[src/rtl/add_nibble_seq_if.sv]
// Operand/result bundle for add_nibble_seq: valid/ready on the operand side and on the result side.
// master drives operands and consumes results; slave is the adder.
interface add_nibble_seq_if #(parameter int WIDTH = 16);
    logic             in_valid;
    logic             in_ready;
    logic [WIDTH-1:0] a;
    logic [WIDTH-1:0] b;
    logic             ci;
    logic             op_sub;
    logic             out_valid;
    logic             out_ready;
    logic [WIDTH-1:0] sum;
    logic             co;
    logic             ovf;
    logic             zero;
    logic             busy;

    modport master (
        output in_valid, a, b, ci, op_sub, out_ready,
        input  in_ready, out_valid, sum, co, ovf, zero, busy
    );

    modport slave (
        input  in_valid, a, b, ci, op_sub, out_ready,
        output in_ready, out_valid, sum, co, ovf, zero, busy
    );
endinterface

[src/rtl/add_nibble_seq.sv]
// WIDTH-bit add/sub through one 4-bit slice, LSB nibble first; result valid WIDTH/4+1 cycles after acceptance.
// Operands taken only in IDLE; the result is held in DONE until out_ready, then one idle cycle before the next accept.
module add_nibble_seq #(
    parameter int WIDTH = 16
) (
    input  logic           clk,
    input  logic           rst,
    add_nibble_seq_if.slave bus
);
    localparam int NIB = WIDTH / 4;
    localparam int CW  = (NIB > 1) ? $clog2(NIB) : 1;

    typedef enum logic [1:0] {IDLE, RUN, DONE} state_t;

    state_t           state, state_nxt;
    logic [WIDTH-1:0] a_sh, b_sh, sum_r, sum_nxt;
    logic             carry;
    logic [CW-1:0]    cnt;
    logic             co_r, ovf_r, zero_r;
    logic [3:0]       sl_s;
    logic             sl_co;
    logic             rip_c;
    logic             last;
    logic             in_rdy, out_vld, busy_i;
    logic             accept;

    // 4-bit ripple slice over the low nibbles of the shift registers
    always_comb begin
        rip_c = carry;
        sl_s  = '0;
        for (int i = 0; i < 4; i++) begin
            sl_s[i] = a_sh[i] ^ b_sh[i] ^ rip_c;
            rip_c   = (a_sh[i] & b_sh[i]) | (rip_c & (a_sh[i] ^ b_sh[i]));
        end
        sl_co = rip_c;
    end

    assign last    = (cnt == CW'(NIB - 1));
    assign sum_nxt = (sum_r >> 4) | (WIDTH'(sl_s) << (WIDTH - 4));
    assign accept  = bus.in_valid & in_rdy;

    always_ff @(posedge clk) begin
        if (rst) state <= IDLE;
        else     state <= state_nxt;
    end

    always_comb begin
        state_nxt = state;
        case (state)
            IDLE:    if (bus.in_valid)  state_nxt = RUN;
            RUN:     if (last)          state_nxt = DONE;
            DONE:    if (bus.out_ready) state_nxt = IDLE;
            default:                    state_nxt = IDLE;
        endcase
    end

    always_comb begin
        in_rdy  = 1'b0;
        out_vld = 1'b0;
        busy_i  = 1'b0;
        case (state)
            IDLE:    in_rdy = 1'b1;
            RUN:     busy_i = 1'b1;
            DONE: begin
                out_vld = 1'b1;
                busy_i  = 1'b1;
            end
            default: in_rdy = 1'b0;
        endcase
    end

    // Subtraction is a + ~b + ~borrow; the last-nibble msbs are the original operand msbs
    always_ff @(posedge clk) begin
        if (rst) begin
            a_sh   <= '0;
            b_sh   <= '0;
            carry  <= 1'b0;
            cnt    <= '0;
            sum_r  <= '0;
            co_r   <= 1'b0;
            ovf_r  <= 1'b0;
            zero_r <= 1'b0;
        end else if (accept) begin
            a_sh  <= bus.a;
            b_sh  <= bus.op_sub ? ~bus.b : bus.b;
            carry <= bus.op_sub ? ~bus.ci : bus.ci;
            cnt   <= '0;
        end else if (state == RUN) begin
            a_sh  <= a_sh >> 4;
            b_sh  <= b_sh >> 4;
            carry <= sl_co;
            cnt   <= cnt + CW'(1);
            sum_r <= sum_nxt;
            if (last) begin
                co_r   <= sl_co;
                ovf_r  <= (a_sh[3] == b_sh[3]) && (sl_s[3] != a_sh[3]);
                zero_r <= (sum_nxt == '0);
            end
        end
    end

    assign bus.in_ready  = in_rdy;
    assign bus.out_valid = out_vld;
    assign bus.busy      = busy_i;
    assign bus.sum       = sum_r;
    assign bus.co        = co_r;
    assign bus.ovf       = ovf_r;
    assign bus.zero      = zero_r;
endmodule

[src/flat_wrapper.sv]
// flat-port wrapper written by rule: the top's interface ports become plain ports
module add_nibble_seq_flat 
#(
    parameter int WIDTH = 16
)
  (clk, rst, bus_in_valid, bus_a, bus_b, bus_ci, bus_op_sub, bus_out_ready, bus_in_ready, bus_out_valid, bus_sum, bus_co, bus_ovf, bus_zero, bus_busy);
  add_nibble_seq_if #(.WIDTH(WIDTH)) bus_i ();
  input  logic clk;
  input  logic rst;
  input wire logic [$bits(bus_i.in_valid)-1:0] bus_in_valid;
  input wire logic [$bits(bus_i.a)-1:0] bus_a;
  input wire logic [$bits(bus_i.b)-1:0] bus_b;
  input wire logic [$bits(bus_i.ci)-1:0] bus_ci;
  input wire logic [$bits(bus_i.op_sub)-1:0] bus_op_sub;
  input wire logic [$bits(bus_i.out_ready)-1:0] bus_out_ready;
  output wire logic [$bits(bus_i.in_ready)-1:0] bus_in_ready;
  output wire logic [$bits(bus_i.out_valid)-1:0] bus_out_valid;
  output wire logic [$bits(bus_i.sum)-1:0] bus_sum;
  output wire logic [$bits(bus_i.co)-1:0] bus_co;
  output wire logic [$bits(bus_i.ovf)-1:0] bus_ovf;
  output wire logic [$bits(bus_i.zero)-1:0] bus_zero;
  output wire logic [$bits(bus_i.busy)-1:0] bus_busy;
  assign bus_i.in_valid = bus_in_valid;
  assign bus_i.a = bus_a;
  assign bus_i.b = bus_b;
  assign bus_i.ci = bus_ci;
  assign bus_i.op_sub = bus_op_sub;
  assign bus_i.out_ready = bus_out_ready;
  assign bus_in_ready = bus_i.in_ready;
  assign bus_out_valid = bus_i.out_valid;
  assign bus_sum = bus_i.sum;
  assign bus_co = bus_i.co;
  assign bus_ovf = bus_i.ovf;
  assign bus_zero = bus_i.zero;
  assign bus_busy = bus_i.busy;
  add_nibble_seq #(.WIDTH(WIDTH)) u_core (.clk(clk), .rst(rst), .bus(bus_i));
endmodule
[config.mk]
export PLATFORM = sky130hd
export DESIGN_NAME = add_nibble_seq_flat
export DESIGN_NICKNAME = d
export VERILOG_FILES = /design/src/rtl/add_nibble_seq_if.sv /design/src/rtl/add_nibble_seq.sv /design/src/flat_wrapper.sv
export SDC_FILE = /design/constraint.sdc
export NUM_CORES = 1
export LEC_CHECK = 0
export ABC_AREA = 1
export ABC_CLOCK_PERIOD_IN_PS = 3100
export BUFFER_PORTS_ARGS = -buffer_cell sky130_fd_sc_hd__buf_2
export CAP_MARGIN = 20
export CORE_MARGIN = 2
export CORE_UTILIZATION = 27
export DETAILED_ROUTE_END_ITERATION = 10
export PLACE_DENSITY = 0.44
export SYNTH_ARGS = -nofsm -noshare
export SYNTH_HDL_FRONTEND = slang
export SYNTH_SLANG_ARGS = --single-unit
[constraint.sdc]
create_clock -name clk -period 3.1 [get_ports clk]
set_input_delay 0.31 -clock clk [delete_from_list [all_inputs] [get_ports clk]]
set_output_delay 0.31 -clock clk [all_outputs]
set_load 0.03 [all_outputs]
==> impl_metrics.yaml <==
job:
  maxCapViolCount: 0
floorplan:
  die_w_um: 103
  design.die.area_mm2: 0.0106
  rows: 36
  pin_count: 60
  initial_core_util_pct: 27.4
  core_mm2: 0.00964
  chipHeight_um: 103
drt:
  remaining_drc_errors: 0
  vias: 2345
  viasPerCell: 4.30
  drt_iter0_markers: 74
  firstDrtPassIters: 4
  wl_per_cell_um: 11.8
  drtAntennaViolNets: 0
  drt_wl_total_um: 6410
final_layout:
  final_util_pct: 31.9
  drive_gt1_share_pct: 18.2
  n_antenna_cell: 0
  synthToLayoutAreaGrowth_pct: 16.3
  layout.nets: 458
  regArea_mm2: 0.00112
  fillCellCount: 1095
  multiInputGateArea_mm2: 0.00132
synthesis:
  ys.flop_type: "dfxtp_1"
  synth_seq_cells: 56
  async_reset_ff_share_pct: 0
  netlist_area_mm2: 0.00265
  yosys.area.top_type: "dfxtp_1"
  avgSynthCellArea_um2: 7.23
  netlist_top_cells_area: "dfxtp_1, nand2_1, a21oi_1"
  synth_common_cells: "nand2_1, nor2_1, dfxtp_1"
  synth_cells: 366
  yosysWarnings: 0
  synth.distinct_cells: 24
  synth_edf_count: 0
  synth_top_area_share_pct: 42.4
  ys_seq_area_share_pct: 42.4
  syn-num-nets: 413
  synth_most_common_cell: "nand2_1"
pwr:
  p_sw_uw: 963
  power_frac_seq_pct: 42.1
  p_leak_uw: 0.00142
  internal-power_uw: 1350
  power_frac_comb_pct: 39.7
  power_uw: 2320
  clock_power_share_pct: 18.3
  powerDensity_mw_per_mm2: 754
  ir_worst_vdd_mv: 0.211
  netSwitchingFraction_pct: 41.5
sta:
  rsz0062_at_grt: "false"
  tightest_slew_ps: 845
  whs_ps: 239
  fin_skew_ps: 9.05
  setup_viol: 0
  maxSlewHeadroom_pct: 43.6
  finalSetupTns_ps: 0
  finalHoldViolations: 0
  final.period_utilization_pct: 77.6
  setup_slack_ps: 695
  drv_slew: 0
  max_clock_freq_ghz: 0.416
  fin_crit_ps: 2410
cts:
  cts_tree: "built"
  cts_hold_buffers: 0
  cts_buffer_depth: 2
  cts_resized: 0
  cts-root-buf: "clkbuf_8"
  cts_sinks: 56
  cts.clk_slew.worst_paths_ps: 100
  clk_latency_ps: 310
  htree_levels: 2
  cts_inserted_buffers: 5
  post_cts_buffers: 0
worst_hold_path:
  hold-path-endpoint: "u_core.a_sh[12]"
  hp-start: "bus_a[12]"
  hold_path.class: "input pin to flop"
  min_delay_path_depth: 3
critical_path:
  critPathCaptureType: "flop"
  critPathTopFamily: "adder cells"
  critPathArrivalTime_ps: 2600
  critPathKind: "flop to flop"
  r2r_cells: 13
  cp-start-kind: "flop"
  critical_path.max_stage_delay_ps: 440
  r2r-end: "u_core.bus.zero"
  crit_buf_inv: 4
  worstPathMaxFanout: 4
  rr_startpoint: "u_core.carry"
  worstPathCellList: "inv_1 -> fa_1 -> inv_1 -> fa_1 -> fa_1 -> inv_1 -> fa_1 -> nand2_1 -> inv_1 -> nand2_1 -> nor2_1 -> nand2_1 -> a21oi_1"
  crit_cells: 13
  rrSetupSlack_ps: 690
  crit_required_ps: 3300
  cp_slowest_cell: "fa_1"
global_routing:
  antenna_found_initial: 0
  grt_pass1_wl_um: 10400
  grt_usage_pct: 12.6
  grt_pass1_vias: 2177
  grt_max_degree: 50
  grt-ovfl-total: 0
placed_design:
  pre_cts_ws_ps: 682
  io_buffers: 59
  gp_congestion: 0.711
  dp_hpwl_um: 4200
run_status:
  outcome: "finished, final reports clean"
## power groups by stage
stage / sequential [uW] / combinational [uW] / clock, uW
after floorplan: 1070 / 655 / 0
after global placement: 991 / 932 / 0
after detailed placement: 993 / 929 / 0
after CTS: 976 / 933 / 444
after global routing: 997 / 1060 / 468
final: 975 / 920 / 423
## cell type report
cell class	instances	share of cell area, %
Multi-Input combinational cell	270	42.9
Tap cell	133	5.41
Clock inverter	1	0.244
Clock buffer	7	2.81
Timing Repair Buffer	61	10.1
Sequential cell	56	36.5
Inverter	17	2.12
## routing by layer
metal  track usage (%)  vias to the layer above  wire length (um)
li1                  -                     1254                 -
met1              16.8                     1032              3220
met2              20.8                       54              2830
met3              2.58                        5               309
met4              3.04                        0                54
met5                 0                        -                 0
## worst max path at each step
stage | slack, ps | startpoint | to
3_5_place_dp | 680 | u_core.carry | u_core.bus.zero
3_3_place_gp | 700 | u_core.carry | u_core.bus.zero
4_1_cts | 660 | u_core.carry | u_core.bus.zero
5_1_grt | 550 | u_core.carry | u_core.bus.zero
6_report | 690 | u_core.carry | u_core.bus.zero
2_1_floorplan | 780 | u_core.carry | u_core.bus.zero
## per-stage QoR
step / cell area, um^2 / instances
floorplan: 2650 / 366
global placement: 2980 / 537
detailed placement: 2980 / 537
CTS: 3080 / 545
global route: 3080 / 545
finish: 3080 / 545
## cell usage in the layout, fill, tap and decap left out
cell type / instances
clkinv_2: 1
ha_2: 1
nand2_2: 1
a21oi_1: 46
nand3_1: 2
clkbuf_8: 6
inv_1: 15
fa_1: 4
clkinvlp_4: 1
buf_4: 2
dfxtp_1: 56
inv_2: 1
nor2_1: 57
a211oi_1: 1
o21ai_0: 44
o21ai_2: 1
ha_1: 4
xnor2_1: 1
buf_2: 59
clkbuf_1: 1
xor2_1: 10
nand2_1: 96
a21oi_2: 1
nor2_4: 1
## worst min-delay path, stage by stage
cell	delay, ps
buf_2	90
nand2_1	50
a21oi_1	50
## registers in the layout, summed over array words and instances, names as in the netlist
name / flops
u_core.bus.ovf: 1
u_core.a_sh: 16
u_core.bus.sum: 16
u_core.cnt: 2
u_core.bus.zero: 1
u_core.b_sh: 16
u_core.carry: 1
u_core.state: 2
u_core.bus.co: 1
## logic make-up after synthesis
family / after synthesis / synth area share, %
AO/OA/AOI/OAI: 93 / 18.0
XOR/XNOR: 11 / 3.64
buffers and inverters: 40 / 7.85
flip-flops: 56 / 42.4
AND/OR/NAND/NOR: 157 / 22.8
adder cells (fa/ha/maj): 9 / 5.39
Power figures use the tool's default switching activity.
